<file path="src/rtl/div32_seq_if.sv">
`default_nettype none
// ============================================================================
// Module      : div32_seq_if
// Description : Request/response bundle between the EX-stage stall logic and
//               the sequential divider div32_seq.
//               master : requester (drives start/is_signed/dividend/divisor)
//               slave  : divider   (drives busy/done/quotient/remainder/
//                                   div_by_zero)
// Revision    : 1.0 - initial release
// ============================================================================
interface div32_seq_if #(
    parameter int WIDTH = 32
);
    logic             start;
    logic             is_signed;
    logic [WIDTH-1:0] dividend;
    logic [WIDTH-1:0] divisor;
    logic             busy;
    logic             done;
    logic [WIDTH-1:0] quotient;
    logic [WIDTH-1:0] remainder;
    logic             div_by_zero;

    modport master (
        output start, is_signed, dividend, divisor,
        input  busy, done, quotient, remainder, div_by_zero
    );

    modport slave (
        input  start, is_signed, dividend, divisor,
        output busy, done, quotient, remainder, div_by_zero
    );
endinterface
`default_nettype wire

</file>
<file path="src/rtl/div32_seq.sv">
`default_nettype none
// ============================================================================
// Module      : div32_seq
// Description : Multi-cycle radix-2 restoring divider servicing DIV/DIVU.
//               One quotient bit per clock; signed or unsigned per request.
//               Latency accept->done is WIDTH+1 edges, one division per
//               WIDTH+3 cycles back-to-back.
// Ports       : clk  - rising-edge clock
//               rst  - synchronous active-high reset
//               bus  - div32_seq_if.slave (start, is_signed, dividend,
//                      divisor in; busy, done, quotient, remainder,
//                      div_by_zero out; all outputs registered)
// Options     : DIV_ZERO_FASTPATH_EN - when defined, a zero divisor seen at
//               accept jumps straight to DONE with the forced results.
// Revision    : 1.0 - initial release
// ============================================================================
module div32_seq #(
    parameter int WIDTH = 32
) (
    input  wire logic       clk,
    input  wire logic       rst,
    div32_seq_if.slave      bus
);
    localparam int c_CW = $clog2(WIDTH);
    localparam logic [c_CW-1:0] c_LAST = c_CW'(WIDTH - 1);

    localparam logic [1:0] c_IDLE = 2'd0;
    localparam logic [1:0] c_CALC = 2'd1;
    localparam logic [1:0] c_FIX  = 2'd2;
    localparam logic [1:0] c_DONE = 2'd3;

    logic [1:0]       r_state;
    logic [WIDTH-1:0] r_rem;        // partial remainder
    logic [WIDTH-1:0] r_quo;        // dividend shifting out, quotient shifting in
    logic [WIDTH-1:0] r_dvsr;       // divisor magnitude
    logic [WIDTH-1:0] r_dvd_orig;   // raw dividend, returned on divide-by-zero
    logic [c_CW-1:0]  r_cnt;
    logic             r_q_neg;
    logic             r_r_neg;
    logic             r_zero;

    logic             r_busy;
    logic             r_done;
    logic [WIDTH-1:0] r_quotient;
    logic [WIDTH-1:0] r_remainder;
    logic             r_dbz;

    // Operand magnitudes. Negating 0x80..0 yields 0x80..0, which is the
    // correct magnitude when read as unsigned.
    logic             w_dvd_neg;
    logic             w_dvs_neg;
    logic [WIDTH-1:0] w_dvd_mag;
    logic [WIDTH-1:0] w_dvs_mag;
    logic             w_dvs_zero;

    assign w_dvd_neg  = bus.is_signed & bus.dividend[WIDTH-1];
    assign w_dvs_neg  = bus.is_signed & bus.divisor[WIDTH-1];
    assign w_dvd_mag  = w_dvd_neg ? (~bus.dividend + 1'b1) : bus.dividend;
    assign w_dvs_mag  = w_dvs_neg ? (~bus.divisor + 1'b1) : bus.divisor;
    assign w_dvs_zero = (bus.divisor == '0);

    // One restoring step. The shifted remainder needs WIDTH+1 bits; since it
    // is below 2*divisor the WIDTH+1-bit difference always lies within the
    // signed range, so its MSB is a reliable "went negative" flag.
    logic [WIDTH:0]   w_rem_sh;
    logic [WIDTH:0]   w_trial;
    logic             w_qbit;
    logic [WIDTH-1:0] w_rem_next;
    logic [WIDTH-1:0] w_quo_next;

    assign w_rem_sh   = {r_rem, r_quo[WIDTH-1]};
    assign w_trial    = w_rem_sh - {1'b0, r_dvsr};
    assign w_qbit     = ~w_trial[WIDTH];
    assign w_rem_next = w_qbit ? w_trial[WIDTH-1:0] : w_rem_sh[WIDTH-1:0];
    assign w_quo_next = {r_quo[WIDTH-2:0], w_qbit};

    always_ff @(posedge clk) begin
        if (rst) begin
            r_state     <= c_IDLE;
            r_rem       <= '0;
            r_quo       <= '0;
            r_dvsr      <= '0;
            r_dvd_orig  <= '0;
            r_cnt       <= '0;
            r_q_neg     <= 1'b0;
            r_r_neg     <= 1'b0;
            r_zero      <= 1'b0;
            r_busy      <= 1'b0;
            r_done      <= 1'b0;
            r_quotient  <= '0;
            r_remainder <= '0;
            r_dbz       <= 1'b0;
        end else begin
            case (r_state)
                c_IDLE: begin
                    if (bus.start) begin
                        r_rem      <= '0;
                        r_quo      <= w_dvd_mag;
                        r_dvsr     <= w_dvs_mag;
                        r_dvd_orig <= bus.dividend;
                        r_q_neg    <= w_dvd_neg ^ w_dvs_neg;
                        r_r_neg    <= w_dvd_neg;
                        r_zero     <= w_dvs_zero;
                        r_cnt      <= '0;
                        r_busy     <= 1'b1;
`ifdef DIV_ZERO_FASTPATH_EN
                        if (w_dvs_zero) begin
                            r_quotient  <= '1;
                            r_remainder <= bus.dividend;
                            r_dbz       <= 1'b1;
                            r_done      <= 1'b1;
                            r_state     <= c_DONE;
                        end else begin
                            r_state <= c_CALC;
                        end
`else
                        r_state    <= c_CALC;
`endif
                    end
                end
                c_CALC: begin
                    r_rem <= w_rem_next;
                    r_quo <= w_quo_next;
                    r_cnt <= r_cnt + 1'b1;
                    if (r_cnt == c_LAST) begin
                        r_state <= c_FIX;
                    end
                end
                c_FIX: begin
                    if (r_zero) begin
                        r_quotient  <= '1;
                        r_remainder <= r_dvd_orig;
                    end else begin
                        r_quotient  <= r_q_neg ? (~r_quo + 1'b1) : r_quo;
                        r_remainder <= r_r_neg ? (~r_rem + 1'b1) : r_rem;
                    end
                    r_dbz   <= r_zero;
                    r_done  <= 1'b1;
                    r_state <= c_DONE;
                end
                c_DONE: begin
                    r_done  <= 1'b0;
                    r_busy  <= 1'b0;
                    r_state <= c_IDLE;
                end
                default: begin
                    r_state <= c_IDLE;
                end
            endcase
        end
    end

    assign bus.busy        = r_busy;
    assign bus.done        = r_done;
    assign bus.quotient    = r_quotient;
    assign bus.remainder   = r_remainder;
    assign bus.div_by_zero = r_dbz;

endmodule
`default_nettype wire

</file>
<file path="src/flat_wrapper.sv">
// flat-port wrapper written by rule: the top's interface ports become plain ports
module div32_seq_flat 
#(
    parameter int WIDTH = 32
)
  (clk, rst, bus_start, bus_is_signed, bus_dividend, bus_divisor, bus_busy, bus_done, bus_quotient, bus_remainder, bus_div_by_zero);
  div32_seq_if #(.WIDTH(WIDTH)) bus_i ();
  input  wire logic clk;
  input  wire logic rst;
  input wire logic [$bits(bus_i.start)-1:0] bus_start;
  input wire logic [$bits(bus_i.is_signed)-1:0] bus_is_signed;
  input wire logic [$bits(bus_i.dividend)-1:0] bus_dividend;
  input wire logic [$bits(bus_i.divisor)-1:0] bus_divisor;
  output wire logic [$bits(bus_i.busy)-1:0] bus_busy;
  output wire logic [$bits(bus_i.done)-1:0] bus_done;
  output wire logic [$bits(bus_i.quotient)-1:0] bus_quotient;
  output wire logic [$bits(bus_i.remainder)-1:0] bus_remainder;
  output wire logic [$bits(bus_i.div_by_zero)-1:0] bus_div_by_zero;
  assign bus_i.start = bus_start;
  assign bus_i.is_signed = bus_is_signed;
  assign bus_i.dividend = bus_dividend;
  assign bus_i.divisor = bus_divisor;
  assign bus_busy = bus_i.busy;
  assign bus_done = bus_i.done;
  assign bus_quotient = bus_i.quotient;
  assign bus_remainder = bus_i.remainder;
  assign bus_div_by_zero = bus_i.div_by_zero;
  div32_seq #(.WIDTH(WIDTH)) u_core (.clk(clk), .rst(rst), .bus(bus_i));
endmodule
</file>
<file path="config.mk">
export PLATFORM = sky130hd
export DESIGN_NAME = div32_seq_flat
export DESIGN_NICKNAME = d
export VERILOG_FILES = /design/src/rtl/div32_seq_if.sv /design/src/rtl/div32_seq.sv /design/src/flat_wrapper.sv
export SDC_FILE = /design/constraint.sdc
export NUM_CORES = 1
export LEC_CHECK = 0
export CAP_MARGIN = 20
export CORE_MARGIN = 4
export CORE_UTILIZATION = 54
export DETAILED_ROUTE_END_ITERATION = 7
export GPL_TIMING_DRIVEN = 0
export HOLD_SLACK_MARGIN = 0.02
export PLACE_DENSITY = 0.81
export SLEW_MARGIN = 10
export SYNTH_ARGS = -nofsm -noshare
export SYNTH_HDL_FRONTEND = slang
export SYNTH_SLANG_ARGS = --single-unit
</file>
<file path="constraint.sdc">
create_clock -name clk -period 7.5 [get_ports clk]
set_input_delay 1.5 -clock clk [delete_from_list [all_inputs] [get_ports clk]]
set_output_delay 1.5 -clock clk [all_outputs]
set_load 0.1 [all_outputs]
</file>
==> impl_metrics.py <==
metrics = {
    "global_route": {
        "grt_start_max_net_pins": 14,
        "overflow": 0,
        "grt_usage_pct": 29.4,
        "grt_pass1_wl_mm": 59.6,
        "antenna_found_initial": 0,
        "first_global_vias": 11400,
    },
    "floorplanning": {
        "core_area_sq_um": 22000,
        "pin_count": 135,
        "num_rows": 54,
        "fp.dieW_um": 159,
        "die_area_sq_um": 25100,
        "die_h_um": 159,
        "start_util_pct": 55.6,
    },
    "worst_setup_path": {
        "cp_max_fo": 5,
        "crit_path_start": "bus_dividend[2]",
        "r2r-start": "u_core.r_rem[0]",
        "crit_required_ns": 7.93,
        "cp_slowest_stage_delay_ns": 0.53,
        "cp_data_arrival_time_ns": 4.51,
        "worstSetupStartpointType": "input port",
        "reg2reg_slack_ns": 3.95,
        "r2r_cells": 12,
        "critPathCaptureType": "flop",
        "worstReg2RegEnd": "u_core.r_rem[0]",
        "crit_slowest_cell": "clkdlybuf4s50_1",
        "crit_top_cell": "nor3_1",
        "path_cells": "clkdlybuf4s50_1, or3_1, nor3_1, nand4_1, or2_2, o41ai_1, o21ai_1, xor2_1, a21oi_1, nor3_1",
        "criticalPathCategory": "in -> reg",
    },
    "logic_synthesis": {
        "ys_seq_area_share_pct": 33.5,
        "synth-seq-cells": 205,
        "synth_ff_type": "dfxtp_1",
        "synth.area.top_cells": "dfxtp_1 (34%), nand2_1 (6.1%), nor2_1 (5.8%)",
        "ys_top_cells_by_count": "dfxtp_1 (205), nand2_1 (198), nor2_1 (189)",
        "synth_cells": 1556,
        "yosysUniqueCellTypes": 80,
        "syn_nets": 1667,
        "yosysTopAreaCell": "dfxtp_1",
        "ys_async_sr_fraction_pct": 0,
        "synth_edf_count": 0,
        "synth_most_common_cell": "dfxtp_1",
        "synth_area_sq_um": 12200,
        "netlist.area_leader.share_pct": 33.5,
        "ys_warn_count": 0,
        "syn_area_per_cell_sq_um": 7.87,
    },
    "place": {
        "place.gp.congestion": 0.962,
        "portBuffers": 134,
        "place_ws_ns": 2.98,
        "detailed_place_hpwl_mm": 29.7,
    },
    "finish": {
        "drive_gt1_share_pct": 4.51,
        "area_delta_synth_final_pct": 19.9,
        "final_nets": 1826,
        "antenna_cells": 0,
    },
    "timing": {
        "setup_viol": 0,
        "rsz0062_at_grt": "no",
        "fin_ws_ns": 3.42,
        "setup_tns_ns": 0,
        "hold_viol": 0,
        "relSlewSlack_pct": 32.8,
        "min_period_over_period_pct": 54.3,
        "slew_violations": 0,
        "worst_pin_slew_ns": 1.00,
        "max_freq_mhz": 245,
        "fin_worst_skew_ns": 0.0104,
        "finalCriticalPeriod_ns": 4.08,
    },
    "cts": {
        "clock_sinks": 205,
        "cts_buffer_depth": 3,
        "cts_max_level": 1,
        "cts_root_buf": "clkbuf_16",
        "post_cts.repair.setup_buffers": 0,
        "clkTransAtPathRegs_ns": 0.06,
        "post_cts_resized": 0,
        "numCtsBuffers": 23,
        "ctsHoldBuffers": 0,
        "clkLatencyLatePin_ns": 0.51,
        "cts_tree": "done",
    },
    "detailed_routing": {
        "vias": 12200,
        "drc": 0,
        "routed_wl_mm": 38.1,
        "ant_nets": 0,
        "wl_per_cell_um": 18.9,
        "viasPerCell": 6.05,
        "first_pass_iters": 6,
        "drt_iter0_markers": 1140,
    },
    "power_and_ir_drop": {
        "irDropWorstVdd_mv": 0.215,
        "power_leakage_uw": 0.00541,
        "power_density_nw_per_um2": 355,
    },
    "run": {
        "cap_violations": 0,
    },
    "hold_path": {
        "whs_path_depth": 2,
        "hold_start": "u_core.r_dvd_orig[29]",
        "hold_end": "u_core.r_dvd_orig[29]",
        "hold_class": "reg -> reg",
    },
    "run_status": {
        "status": "complete, no violations",
    },
}
==> how the worst max path moves through the flow <==
stage | to | slack (ns)
after floorplan | u_core.r_dvsr[30] | 3.82
after global placement | u_core.r_quo[30] | 3.00
after detailed placement | u_core.r_quo[30] | 2.98
after CTS | u_core.r_quo[30] | 3.49
after global routing | u_core.r_quo[30] | 3.21
final | u_core.r_quo[30] | 3.42
==> through the flow <==
step | cell area, sq um | instances | hold WS (ns) | utilization [%] | total power, uW
after floorplan | 12200 | 1556 | 0.432 | - | 3410
after global placement | 13900 | 1970 | 0.442 | 63.3 | 4030
after detailed placement | 13900 | 1970 | 0.447 | 63.3 | 4080
after CTS | 14700 | 2011 | 0.455 | 66.6 | 5190
after global routing | 14700 | 2011 | 0.476 | 66.6 | 5480
final | 14700 | 2011 | 0.455 | 66.6 | 5220
==> state kept, by name (all words and copies together), names as in the netlist <==
register                cells
u_core.bus.busy             1
u_core.r_r_neg              1
u_core.bus.quotient        32
u_core.r_quo               32
u_core.r_state              2
u_core.r_q_neg              1
u_core.r_cnt                5
u_core.bus.done             1
u_core.bus.div_by_zero      1
u_core.r_dvsr              32
u_core.r_rem               32
u_core.r_dvd_orig          32
u_core.r_zero               1
u_core.bus.remainder       32
==> metal layers <==
| layer | vias up | wire length (um) | GRT usage, % |
|---|---|---|---|
| met4 | 0 | 1490 | 11.0 |
| li1 | 5857 | - | - |
| met5 | - | 0 | 0 |
| met2 | 587 | 16100 | 45.3 |
| met3 | 94 | 3660 | 4.46 |
| met1 | 5621 | 16800 | 41.7 |
==> layout by cell type (no fill, tap or decap), types with 33 or more instances in the layout <==
| master | instances |
|---|---|
| xor2_1 | 74 |
| clkbuf_1 | 81 |
| dfxtp_1 | 205 |
| o21ai_0 | 100 |
| a21oi_1 | 102 |
| clkdlybuf4s50_1 | 134 |
| a211oi_1 | 45 |
| xnor2_1 | 71 |
| nor2_1 | 189 |
| inv_1 | 53 |
| nor3_1 | 33 |
| ha_1 | 42 |
| nand2_1 | 198 |
| mux2i_1 | 36 |
==> cell families after synthesis <==
family | count (synthesis) | share of synthesized area (%)
fa+ha+maj | 43 | 4.46
compound gates | 436 | 23.4
flops | 205 | 33.5
xor+xnor | 145 | 10.4
buf+inv | 153 | 5.27
mux | 36 | 2.94
simple gates | 538 | 20.0
==> power by group <==
group          internal [uW]  switching, uW  total [uW]
clock                    656            456        1110
sequential              1330            187        1510
combinational            803           1790        2590
==> critical path: cells and delay by family <==
family	cells	cell delay, ns
buffers and inverters	1	0.53
xor gates and xnor gates	1	0.21
and+or+nand+nor	5	1.56
AOI/OAI and AO/OA	3	0.71
==> final cells by class <==
class                   count  area [sq um]
multi-input cells        1198          7490
fillers                  1911          7350
flip-flops and latches    205          4100
repair buffers            134          1340
clock buffers              33           673
plain buffers             100           447
well taps                 280           350
inverters                  53           199
clock inverters             8          70.1
Note: power is estimated with default switching activity, not from simulation.
